--- config.mk ---
export PLATFORM = sky130hd
export DESIGN_NAME = clk_period_meter_flat
export DESIGN_NICKNAME = d
export VERILOG_FILES = /design/src/rtl/clk_period_meter_pkg.sv /design/src/rtl/clk_period_meter_if.sv /design/src/rtl/clk_period_meter_sig_edge_sync.sv /design/src/rtl/clk_period_meter.sv /design/src/flat_wrapper.sv
export SDC_FILE = /design/constraint.sdc
export NUM_CORES = 1
export LEC_CHECK = 0
export CORE_MARGIN = 2
export CORE_UTILIZATION = 58
export DETAILED_ROUTE_END_ITERATION = 16
export GPL_ROUTABILITY_DRIVEN = 0
export GPL_TIMING_DRIVEN = 0
export PLACE_DENSITY = 0.95
export SLEW_MARGIN = 20
export SYNTH_ARGS = -nofsm -noshare
export SYNTH_HDL_FRONTEND = slang
export SYNTH_SLANG_ARGS = --single-unit
--- constraint.sdc ---
create_clock -name clk_in -period 6.5 [get_ports clk_in]
set_clock_uncertainty 0.15 [all_clocks]
set_input_delay 0.975 -clock clk_in [delete_from_list [all_inputs] [get_ports clk_in]]
set_output_delay 0.975 -clock clk_in [all_outputs]
set_load 0.05 [all_outputs]
--- src/rtl/clk_period_meter_pkg.sv ---
// clk_period_meter_pkg: shared FSM state type and default sizing for the period meter.
package clk_period_meter_pkg;
  typedef enum logic [1:0] {IDLE, WAIT_LOW, WAIT_RISE, MEAS} state_t;
  localparam int CNT_W_DEF = 20;
  localparam int MAX_CNT_DEF = 1048575;
endpackage

--- src/rtl/clk_period_meter_if.sv ---
// clk_period_meter_if: measured signal, enable and measurement results of the period meter.
interface clk_period_meter_if
  import clk_period_meter_pkg::*;
#(
  parameter int CNT_W = CNT_W_DEF
);
  logic             sig_in;
  logic             meas_en;
  logic [CNT_W-1:0] period_out;
  logic [CNT_W-1:0] high_out;
  logic             meas_valid;
  logic             timeout_out;
  modport master (output sig_in, meas_en, input period_out, high_out, meas_valid, timeout_out);
  modport slave (input sig_in, meas_en, output period_out, high_out, meas_valid, timeout_out);
endinterface

--- src/rtl/clk_period_meter_sig_edge_sync.sv ---
// sig_edge_sync: 2-flop synchroniser plus edge register giving level, rise and fall of a slow async input.
module sig_edge_sync (
  input  logic clk,
  input  logic rst,
  input  logic d,
  output logic pre,
  output logic lvl,
  output logic rise,
  output logic fall
);
  logic s1, s2, s3;
  always_ff @(posedge clk) begin
    if (rst) {s1, s2, s3} <= 3'b000;
    else     {s1, s2, s3} <= {d, s1, s2};
  end
  assign pre  = s1;
  assign lvl  = s2;
  assign rise = s2 & ~s3;
  assign fall = ~s2 & s3;
endmodule

--- src/rtl/clk_period_meter.sv ---
// clk_period_meter: measures rise-to-rise period and high time of a slow async wave, with stuck-signal timeout.
module clk_period_meter
  import clk_period_meter_pkg::*;
#(
  parameter int CNT_W   = CNT_W_DEF,
  parameter int MAX_CNT = MAX_CNT_DEF
) (
  input logic clk_in,
  input logic reset,
  clk_period_meter_if.slave bus
);
  localparam logic [CNT_W-1:0] MAX = CNT_W'(MAX_CNT);
  localparam logic [CNT_W-1:0] ONE = CNT_W'(1);
  state_t state, state_n;
  logic [CNT_W-1:0] cnt, hi_cnt;
  logic pre, lvl, rise, fall, strobe, tmo, at_max;
  sig_edge_sync u_sync (
    .clk(clk_in), .rst(reset), .d(bus.sig_in),
    .pre(pre), .lvl(lvl), .rise(rise), .fall(fall)
  );
  assign at_max = cnt == MAX;
  // WAIT_LOW also looks one stage ahead so the zeroed synchroniser after reset is not taken as a low
  always_comb begin
    state_n = state;
    strobe  = 1'b0;
    tmo     = 1'b0;
    case (state)
      IDLE:      state_n = WAIT_LOW;
      WAIT_LOW:  state_n = (lvl | pre) ? WAIT_LOW : WAIT_RISE;
      WAIT_RISE: state_n = rise ? MEAS : WAIT_RISE;
      MEAS: begin
        strobe  = rise;
        tmo     = ~rise & at_max;
        state_n = tmo ? WAIT_LOW : MEAS;
      end
      default:   state_n = IDLE;
    endcase
    if (!bus.meas_en) begin
      state_n = IDLE;
      strobe  = 1'b0;
      tmo     = 1'b0;
    end
  end
  always_ff @(posedge clk_in) begin
    if (reset) state <= IDLE;
    else       state <= state_n;
  end
  always_ff @(posedge clk_in) begin
    if (reset) begin
      cnt             <= '0;
      hi_cnt          <= '0;
      bus.period_out  <= '0;
      bus.high_out    <= '0;
      bus.meas_valid  <= 1'b0;
      bus.timeout_out <= 1'b0;
    end else begin
      bus.meas_valid  <= strobe;
      bus.timeout_out <= tmo | (bus.timeout_out & bus.meas_en & ~strobe);
      if (strobe) begin
        bus.period_out <= cnt;
        bus.high_out   <= hi_cnt;
      end
      if (state_n == MEAS) cnt <= (state != MEAS || rise) ? ONE : (at_max ? cnt : cnt + ONE);
      if (state == MEAS && fall && bus.meas_en) hi_cnt <= cnt;
    end
  end
endmodule

--- src/flat_wrapper.sv ---
// flat-port wrapper written by rule: the top's interface ports become plain ports
module clk_period_meter_flat import clk_period_meter_pkg::*;
#(
  parameter int CNT_W   = CNT_W_DEF,
  parameter int MAX_CNT = MAX_CNT_DEF
)
  (clk_in, reset, bus_sig_in, bus_meas_en, bus_period_out, bus_high_out, bus_meas_valid, bus_timeout_out);
  clk_period_meter_if #(.CNT_W(CNT_W)) bus_i ();
  input logic clk_in;
  input logic reset;
  input wire logic [$bits(bus_i.sig_in)-1:0] bus_sig_in;
  input wire logic [$bits(bus_i.meas_en)-1:0] bus_meas_en;
  output wire logic [$bits(bus_i.period_out)-1:0] bus_period_out;
  output wire logic [$bits(bus_i.high_out)-1:0] bus_high_out;
  output wire logic [$bits(bus_i.meas_valid)-1:0] bus_meas_valid;
  output wire logic [$bits(bus_i.timeout_out)-1:0] bus_timeout_out;
  assign bus_i.sig_in = bus_sig_in;
  assign bus_i.meas_en = bus_meas_en;
  assign bus_period_out = bus_i.period_out;
  assign bus_high_out = bus_i.high_out;
  assign bus_meas_valid = bus_i.meas_valid;
  assign bus_timeout_out = bus_i.timeout_out;
  clk_period_meter #(.CNT_W(CNT_W), .MAX_CNT(MAX_CNT)) u_core (.clk_in(clk_in), .reset(reset), .bus(bus_i));
endmodule
==> impl_metrics.py, run 1 <==
metrics = {
    "placement": {
        "port_buffers": 45,
        "dpl_cell_area_um2": 3890,
        "dp_hpwl_um": 5380,
        "post-place-ws_ps": 2940,
        "dp.cells": 514,
    },
    "worst_setup_path": {
        "cp_max_fo": 10,
        "crit_family": "compound AO/OA/AOI/OAI gates",
        "arrival_ps": 3340,
        "crit_chain": "clkdlybuf4s50_1, nand2_1, a2111oi_0, o311ai_1, or4_1, a21oi_1",
        "required_ps": 6640,
        "cpPeakStageDelay_ps": 590,
        "crit_buf_inv": 1,
        "end_kind": "flip-flop",
        "critPathLaunchType": "input pin",
        "cp_slowest_cell": "clkdlybuf4s50_1",
        "critPathKind": "input pin to flip-flop",
    },
    "power_and_ir_drop": {
        "powerDensity_nw_per_um2": 227,
        "ir_worst_vdd_mv": 0.224,
        "p_total_uw": 925,
        "p_leak_nw": 1.42,
    },
    "sta": {
        "slew_violations": 0,
        "finalHoldViolCount": 0,
        "fin_crit_ps": 3200,
        "grt_setup_unrepaired": "false",
        "fmax_mhz": 313,
        "tightest_slew_ps": 1040,
        "min_period_over_period_pct": 49.2,
        "setup_violations": 0,
        "setup_tns_ps": 0,
        "max-slew-margin-rel_pct": 29.6,
        "fin_hold_ws_ps": 306,
        "setup_slack_ps": 3300,
    },
    "yosys": {
        "syn_inst": 397,
        "syn_area_um2": 3350,
        "avgSynthCellArea_um2": 8.43,
        "synth_nets": 402,
        "async_reset_ff_share_pct": 0,
        "yosys-top-cells-area": "dfxtp_1, nand2_1, a21oi_1",
        "synth_common_cells": "nand2_1, dfxtp_1, a21oi_1, nor2_1, clkbuf_1",
        "yosys_warnings": 0,
        "synth_top_area_share_pct": 52.1,
        "ys_seq_area_share_pct": 52.1,
        "yosys_register_bits": 87,
        "yosys.cell_count.top_type": "nand2_1",
        "synthFlopType": "dfxtp_1",
        "synth.largest_area_cell": "dfxtp_1",
        "synth_edf_count": 0,
        "ys_types": 39,
    },
    "layout": {
        "area_delta_synth_final_pct": 21.8,
        "finalNetCount": 458,
        "num_antenna_cells": 0,
        "fin_util_pct": 73.6,
        "final_cells": 530,
        "drive_gt1_share_pct": 4.80,
        "fin_area_um2": 4080,
    },
    "clocking": {
        "postCtsSetupBuffers": 0,
        "hold_buffers": 0,
        "cts_resized": 0,
        "clk_pin_slew_ps": 80,
        "clock-sinks": 87,
        "cts_made_buffers": 9,
        "cts_root_buf": "clkbuf_8",
        "insertion_delay_ps": 360,
        "clk_path_buf_depth": 2,
        "cts_max_level": 3,
        "cts_tree": "done",
    },
    "route": {
        "firstDrtPassIters": 4,
        "drt-initial-drc-count": 239,
        "final_antenna_net_count": 0,
        "via_per_inst": 5.76,
        "dr_total_vias": 3053,
        "drc": 0,
        "totalWireLength_um": 7820,
        "wire_per_inst_um": 14.7,
    },
    "job": {
        "max_cap_violations": 0,
    },
    "outcome": {
        "outcome": "finished, final reports clean",
    },
    "grt": {
        "grt_pass1_wl_um": 13000,
        "grtUsageTotal_pct": 26.2,
        "antenna_found_initial": 0,
        "first_global_vias": 2911,
        "grt_max_degree": 15,
        "overflow": 0,
    },
    "die": {
        "die_h_um": 80.0,
        "io_pins": 46,
        "die_width_um": 80.0,
        "core.rowCount": 27,
        "coreArea_um2": 5540,
        "die_area_um2": 6390,
        "start_util_pct": 60.4,
    },
    "hold_path": {
        "min_path_type": "flip-flop to flip-flop",
    },
}
==> placed cells by master (no fill, tap or decap), types with 2 or more instances in the layout <==
cell | netlist | routed
inv_1 | 4 | 4
o21ai_0 | 10 | 10
nand2_1 | 93 | 93
nor3_1 | 3 | 3
xor2_1 | 2 | 2
or4_1 | 3 | 3
dfxtp_1 | 87 | 87
and4_1 | 3 | 3
o311ai_1 | 2 | 2
mux2i_1 | 19 | 19
or3_1 | 12 | 12
nor2_1 | 33 | 33
clkbuf_8 | 0 | 9
nand4_1 | 4 | 4
o31ai_1 | 4 | 4
buf_2 | 3 | 3
clkdlybuf4s50_1 | 0 | 45
nand3_1 | 8 | 8
nand2b_1 | 2 | 2
a211oi_1 | 2 | 2
a21oi_1 | 59 | 59
clkbuf_1 | 20 | 22
a2111oi_0 | 2 | 2
xnor2_1 | 2 | 2
clkinvlp_4 | 0 | 2
nor2b_1 | 4 | 4
==> state kept, by name (all words and copies together) (netlist names) <==
| register | flops |
|---|---|
| u_core.bus.high_out | 20 |
| u_core.bus.period_out | 20 |
| u_core.cnt | 20 |
| u_core.hi_cnt | 20 |
| u_core.state | 2 |
| u_core.bus.meas_valid | 1 |
| u_core.bus.timeout_out | 1 |
| u_core.u_sync.lvl | 1 |
| u_core.u_sync.pre | 1 |
| u_core.u_sync.s3 | 1 |
==> area by class of cell <==
class                           count  area (µm²)
Multi-Input combinational cell    281        1490
Clock buffer                       11         131
Inverter                            4        15.0
Fill cell                         409        1460
Tap cell                           72        90.1
Timing Repair Buffer               45         450
Sequential cell                    87        1740
Buffer                             25        98.8
Clock inverter                      5        58.8
==> power breakdown <==
group / switching [mW] / internal (mW)
Clock: 0.193 / 0.178
Sequential: 0.00115 / 0.534
Combinational: 0.0135 / 0.00533
==> path summary, 6_finish.rpt <==
| path | slack (ps) | to | depth (start not counted) | startpoint |
|---|---|---|---|---|
| worst max-delay path | 3300 | u_core.cnt[19]$_SDFFE_PP0P_ | 6 | bus_meas_en |
| worst min-delay path | 310 | u_core.bus.high_out[6]$_SDFFE_PP0P_ | 2 | u_core.hi_cnt[6]$_SDFFE_PP0P_ |
| worst max register to register | 3910 | u_core.cnt[0]$_SDFFE_PP0P_ | 7 | u_core.cnt[0]$_SDFFE_PP0P_ |
| worst min register to register | 310 | u_core.bus.high_out[6]$_SDFFE_PP0P_ | 2 | u_core.hi_cnt[6]$_SDFFE_PP0P_ |
==> kinds of logic (layout without fill, tap and decap cells) <==
family / after synthesis / in the layout / share of synthesized area [%]
DFF: 87 / 87 / 52.1
buffers and inverters: 29 / 90 / 3.40
xor gates and xnor gates: 4 / 4 / 1.05
AOI/OAI and AO/OA: 85 / 85 / 14.2
muxes: 19 / 19 / 5.68
adders and majority gates: 1 / 1 / 0.374
and+or+nand+nor: 172 / 172 / 23.3
==> metal layers <==
| metal | up-vias | share of wire, % | GRT usage [%] |
|---|---|---|---|
| li1 | 1481 | - | - |
| met1 | 1429 | 41 | 32.1 |
| met2 | 118 | 49 | 41.8 |
| met3 | 25 | 6.0 | 6.45 |
| met4 | 0 | 3.2 | 15.1 |
| met5 | - | 0 | 0 |
==> worst min-delay path, cell delays in order, from the launching register on <==
cell     delay [ps]
dfxtp_1         320
nand2_1          50
a21oi_1          50
No activity file was read; power rests on OpenSTA's default activity.
==> run 2: changes to the inputs <==
CORE_UTILIZATION = 49   (was 58)
PLACE_DENSITY = 0.87   (was 0.95)
clock period = 2.81 ns   (was 6.5 ns; I/O delays follow)
==> impl_metrics.py, run 2 (synthesis results as in run 1) <==
metrics = {
    "layout": {
        "finalNetCount": 458,
        "fillCellCount": 577,
        "final_cells": 538,
        "num_antenna_cells": 0,
        "area_delta_synth_final_pct": 22.5,
        "final_cell_mix": "nand2_1, dfxtp_1, a21oi_1",
        "final_common_cell": "nand2_1",
        "drive_gt1_share_pct": 5.24,
    },
    "worst_setup_path": {
        "end_kind": "flip-flop",
        "cp_max_fo": 7,
        "required_ps": 2960,
        "critPathKind": "flip-flop to flip-flop",
        "critPathLaunchType": "flip-flop",
        "arrival_ps": 2750,
    },
    "die": {
        "die_h_um": 86.6,
        "core.rowCount": 30,
        "coreArea_um2": 6680,
        "die_width_um": 86.6,
        "io_pins": 46,
        "start_util_pct": 50.1,
        "die_area_um2": 7500,
    },
    "sta": {
        "grt_setup_unrepaired": "false",
        "setup_tns_ps": 0,
        "fin_hold_ws_ps": 308,
        "finalHoldViolCount": 0,
        "setup_violations": 0,
        "min_period_over_period_pct": 92.5,
        "setup_slack_ps": 212,
        "fin_crit_ps": 2600,
        "slew_violations": 0,
        "tightest_slew_ps": 964,
        "fmax_mhz": 385,
        "max-slew-margin-rel_pct": 34.7,
    },
    "route": {
        "firstDrtPassIters": 5,
        "dr_total_vias": 2954,
        "totalWireLength_um": 7560,
        "drt-initial-drc-count": 180,
        "wire_per_inst_um": 14.1,
        "drc": 0,
        "via_per_inst": 5.49,
        "final_antenna_net_count": 0,
    },
    "outcome": {
        "outcome": "finished, final reports clean",
    },
    "clocking": {
        "cts_max_level": 3,
        "cts_made_buffers": 9,
        "clock-sinks": 87,
        "cts_resized": 0,
        "hold_buffers": 0,
        "clk_path_buf_depth": 2,
        "clk_pin_slew_ps": 90,
        "insertion_delay_ps": 370,
        "cts_root_buf": "clkbuf_8",
        "cts_tree": "done",
        "postCtsSetupBuffers": 0,
    },
    "grt": {
        "grt_max_degree": 17,
        "grt_pass1_wl_um": 12400,
        "antenna_found_initial": 0,
        "grtUsageTotal_pct": 21.1,
        "overflow": 0,
        "first_global_vias": 2749,
    },
    "power_and_ir_drop": {
        "powerDensity_nw_per_um2": 528,
        "p_leak_nw": 1.43,
        "ir_worst_vdd_mv": 0.255,
    },
    "hold_path": {
        "min_path_type": "flip-flop to flip-flop",
    },
    "job": {
        "max_cap_violations": 0,
    },
    "placement": {
        "dp.cells": 522,
        "post-place-ws_ps": 20.8,
        "dp_hpwl_um": 5270,
        "port_buffers": 45,
    },
}
-- run 2: cell types whose count changed in the layout (fill, tap and decap cells not counted) --
cell      change
inv_6         +1
inv_8         +1
clkbuf_1      -2
-- run 2: area by class of cell --
type / instances / area [µm²] / share of cell area [%]
Timing Repair Buffer: 45 / 450 / 11.0
Sequential cell: 87 / 1740 / 42.5
Multi-Input combinational cell: 281 / 1490 / 36.4
Inverter: 4 / 15.0 / 0.366
Tap cell: 80 / 100 / 2.44
Clock inverter: 7 / 78.8 / 1.92
Clock buffer: 9 / 124 / 3.02
Buffer: 25 / 98.8 / 2.41
-- run 2: worst paths after layout --
kind                                                            from                                    to  slack, ps  cells past startpoint
worst max-delay path                      u_core.cnt[0]$_SDFFE_PP0P_           u_core.cnt[18]$_SDFFE_PP0P_        210                      6
worst min-delay path            u_core.bus.high_out[14]$_SDFFE_PP0P_  u_core.bus.high_out[14]$_SDFFE_PP0P_        310                      2
worst max register to register            u_core.cnt[0]$_SDFFE_PP0P_           u_core.cnt[18]$_SDFFE_PP0P_        210                      6
worst min register to register  u_core.bus.high_out[14]$_SDFFE_PP0P_  u_core.bus.high_out[14]$_SDFFE_PP0P_        310                      2
-- run 2: power by group --
part	internal [mW]	switching, mW	leakage [nW]
registers	1.23	0.00246	0.701
clock network	0.419	0.464	0.0977
logic	0.0124	0.0313	0.627
-- run 2: critical path, stage by stage (launching register included) --
cell	delay, ps
dfxtp_1	480
ha_1	270
nand4_2	160
or3_4	450
or4_4	570
or3_1	320
a21oi_1	140
-- run 2: routing by layer --
metal | routed length (µm) | vias up | global-route usage (%)
li1 | - | 1476 | -
met3 | 368 | 13 | 6.29
met1 | 3230 | 1386 | 24.3
met2 | 3830 | 79 | 36.1
met5 | 0 | - | 0
met4 | 138 | 0 | 9.66
-- run 2: through the flow --
stage / utilization [%] / cell area (µm²) / total power, mW
detailed placement: 58.3 / 3900 / 1.31
global route: 61.3 / 4100 / 2.24
floorplan: - / 3350 / 1.29
CTS: 61.3 / 4100 / 2.18
global placement: 58.3 / 3900 / 1.31
finish: 61.3 / 4100 / 2.16
==> run 3: changes to the inputs <==
CELL_PAD_IN_SITES_DETAIL_PLACEMENT = 1   (was default)
CELL_PAD_IN_SITES_GLOBAL_PLACEMENT = 1   (was default)
CORE_UTILIZATION = 36   (was 49)
PLACE_DENSITY = 0.86   (was 0.87)
RECOVER_POWER = 50   (was default)
==> impl_metrics.py, run 3 (synthesis results as in run 1) <==
metrics = {
    "worst_setup_path": {
        "cpPeakStageDelay_ps": 550,
        "required_ps": 2950,
        "end_kind": "flip-flop",
        "crit_family": "simple AND/OR/NAND/NOR gates",
        "path_depth": 6,
        "rr_worst_depth": 6,
        "crit_chain": "ha_1, nand4_2, or3_4, or4_4, or3_1, a21oi_1",
        "critPathKind": "flip-flop to flip-flop",
        "cp_slowest_cell": "or4_4",
        "cp_max_fo": 7,
        "crit_buf_inv": 0,
        "arrival_ps": 2790,
        "critPathLaunchType": "flip-flop",
        "r2r_setup_slack_ps": 160,
    },
    "sta": {
        "tightest_slew_ps": 952,
        "max-slew-margin-rel_pct": 35.5,
        "fin_crit_ps": 2650,
        "grt_setup_unrepaired": "true",
        "slew_violations": 0,
        "fin_hold_ws_ps": 306,
        "finalHoldViolCount": 0,
        "fmax_mhz": 377,
        "min_period_over_period_pct": 94.3,
        "setup_tns_ps": 0,
        "setup_violations": 0,
    },
    "clocking": {
        "clock-sinks": 87,
        "clk_pin_slew_ps": 90,
        "insertion_delay_ps": 360,
        "cts_max_level": 3,
        "hold_buffers": 0,
        "clk_path_buf_depth": 2,
        "cts_tree": "done",
        "cts_made_buffers": 9,
        "cts_root_buf": "clkbuf_8",
    },
    "hold_path": {
        "holdPathStages": 2,
        "min_path_type": "flip-flop to flip-flop",
    },
    "grt": {
        "grt_pass1_wl_um": 15100,
        "grt_max_degree": 16,
        "overflow": 0,
        "first_global_vias": 3065,
        "antenna_found_initial": 0,
        "grtUsageTotal_pct": 19.0,
    },
    "die": {
        "start_util_pct": 36.7,
        "die_h_um": 100,
        "die_width_um": 100,
        "core.rowCount": 35,
        "die_area_um2": 10100,
        "coreArea_um2": 9110,
        "io_pins": 46,
    },
    "placement": {
        "port_buffers": 45,
        "dp_hpwl_um": 6310,
        "dp.cells": 553,
    },
    "route": {
        "firstDrtPassIters": 4,
        "drc": 0,
        "final_antenna_net_count": 0,
        "via_per_inst": 5.25,
        "drt-initial-drc-count": 109,
        "totalWireLength_um": 9030,
        "wire_per_inst_um": 15.9,
        "dr_total_vias": 2989,
    },
    "layout": {
        "final_common_cell": "nand2_1",
        "final_cells": 569,
        "area_delta_synth_final_pct": 25.7,
        "final_cell_mix": "nand2_1, dfxtp_1, a21oi_1",
        "multiInputGateArea_um2": 1500,
        "num_antenna_cells": 0,
        "fillCellCount": 1093,
        "regArea_um2": 1740,
        "finalNetCount": 458,
        "drive_gt1_share_pct": 5.02,
    },
    "power_and_ir_drop": {
        "p_leak_nw": 1.61,
        "ir_worst_vdd_mv": 0.270,
        "powerDensity_nw_per_um2": 582,
        "p_total_mw": 2.45,
    },
    "job": {
        "max_cap_violations": 0,
    },
    "outcome": {
        "outcome": "finished, final reports clean",
    },
}
-- run 3: worst min-delay path, cell delays in order, from the launching register on --
cell     delay [ps]
dfxtp_1         310
nand2_1          50
a21oi_1          50
-- run 3: timing repair --
item / 4_1_cts / 5_1_grt
hold endpoints to repair: 0 / 0
resized for setup: 0 / 1
endpoints found under the setup margin: 0 / 1
setup buffers: 0 / 0
-- run 3: path summary, 6_finish.rpt --
kind / start / to
min reg2reg: u_core.bus.high_out[1]$_SDFFE_PP0P_ / u_core.bus.high_out[1]$_SDFFE_PP0P_
max: u_core.cnt[0]$_SDFFE_PP0P_ / u_core.cnt[18]$_SDFFE_PP0P_
max reg2reg: u_core.cnt[0]$_SDFFE_PP0P_ / u_core.cnt[18]$_SDFFE_PP0P_
min: u_core.bus.high_out[1]$_SDFFE_PP0P_ / u_core.bus.high_out[1]$_SDFFE_PP0P_
-- run 3: area by class of cell --
| class | count | share of cell area, % |
|---|---|---|
| Inverter | 4 | 0.357 |
| Clock inverter | 6 | 3.33 |
| Buffer | 25 | 2.32 |
| Multi-Input combinational cell | 281 | 35.5 |
| Tap cell | 111 | 3.30 |
| Timing Repair Buffer | 45 | 10.7 |
| Clock buffer | 10 | 3.03 |
| Sequential cell | 87 | 41.4 |
-- run 3: per-stage QoR --
step / setup WS, ps / instance area, µm² / utilization, %
3_3_place_gp: 61.6 / 3940 / 43.2
2_1_floorplan: 490 / 3350 / -
3_5_place_dp: -70.3 / 3940 / 43.2
4_1_cts: 111 / 4200 / 46.1
6_report: 159 / 4210 / 46.2
5_1_grt: -0.276 / 4210 / 46.2
-- run 3: per-layer routing --
| metal | GRT usage (%) | vias to the layer above | share of wire [%] |
|---|---|---|---|
| met5 | 0 | - | 0 |
| met4 | 6.74 | 0 | 1.7 |
| met3 | 3.41 | 13 | 3.2 |
| met2 | 32.6 | 59 | 49 |
| met1 | 23.8 | 1448 | 46 |
| li1 | - | 1469 | - |
-- run 3: power by group --
part           leakage (nW)  switching [mW]  internal, mW
registers             0.701         0.00270          1.23
clock network         0.133           0.474         0.690
logic                 0.778          0.0329        0.0118
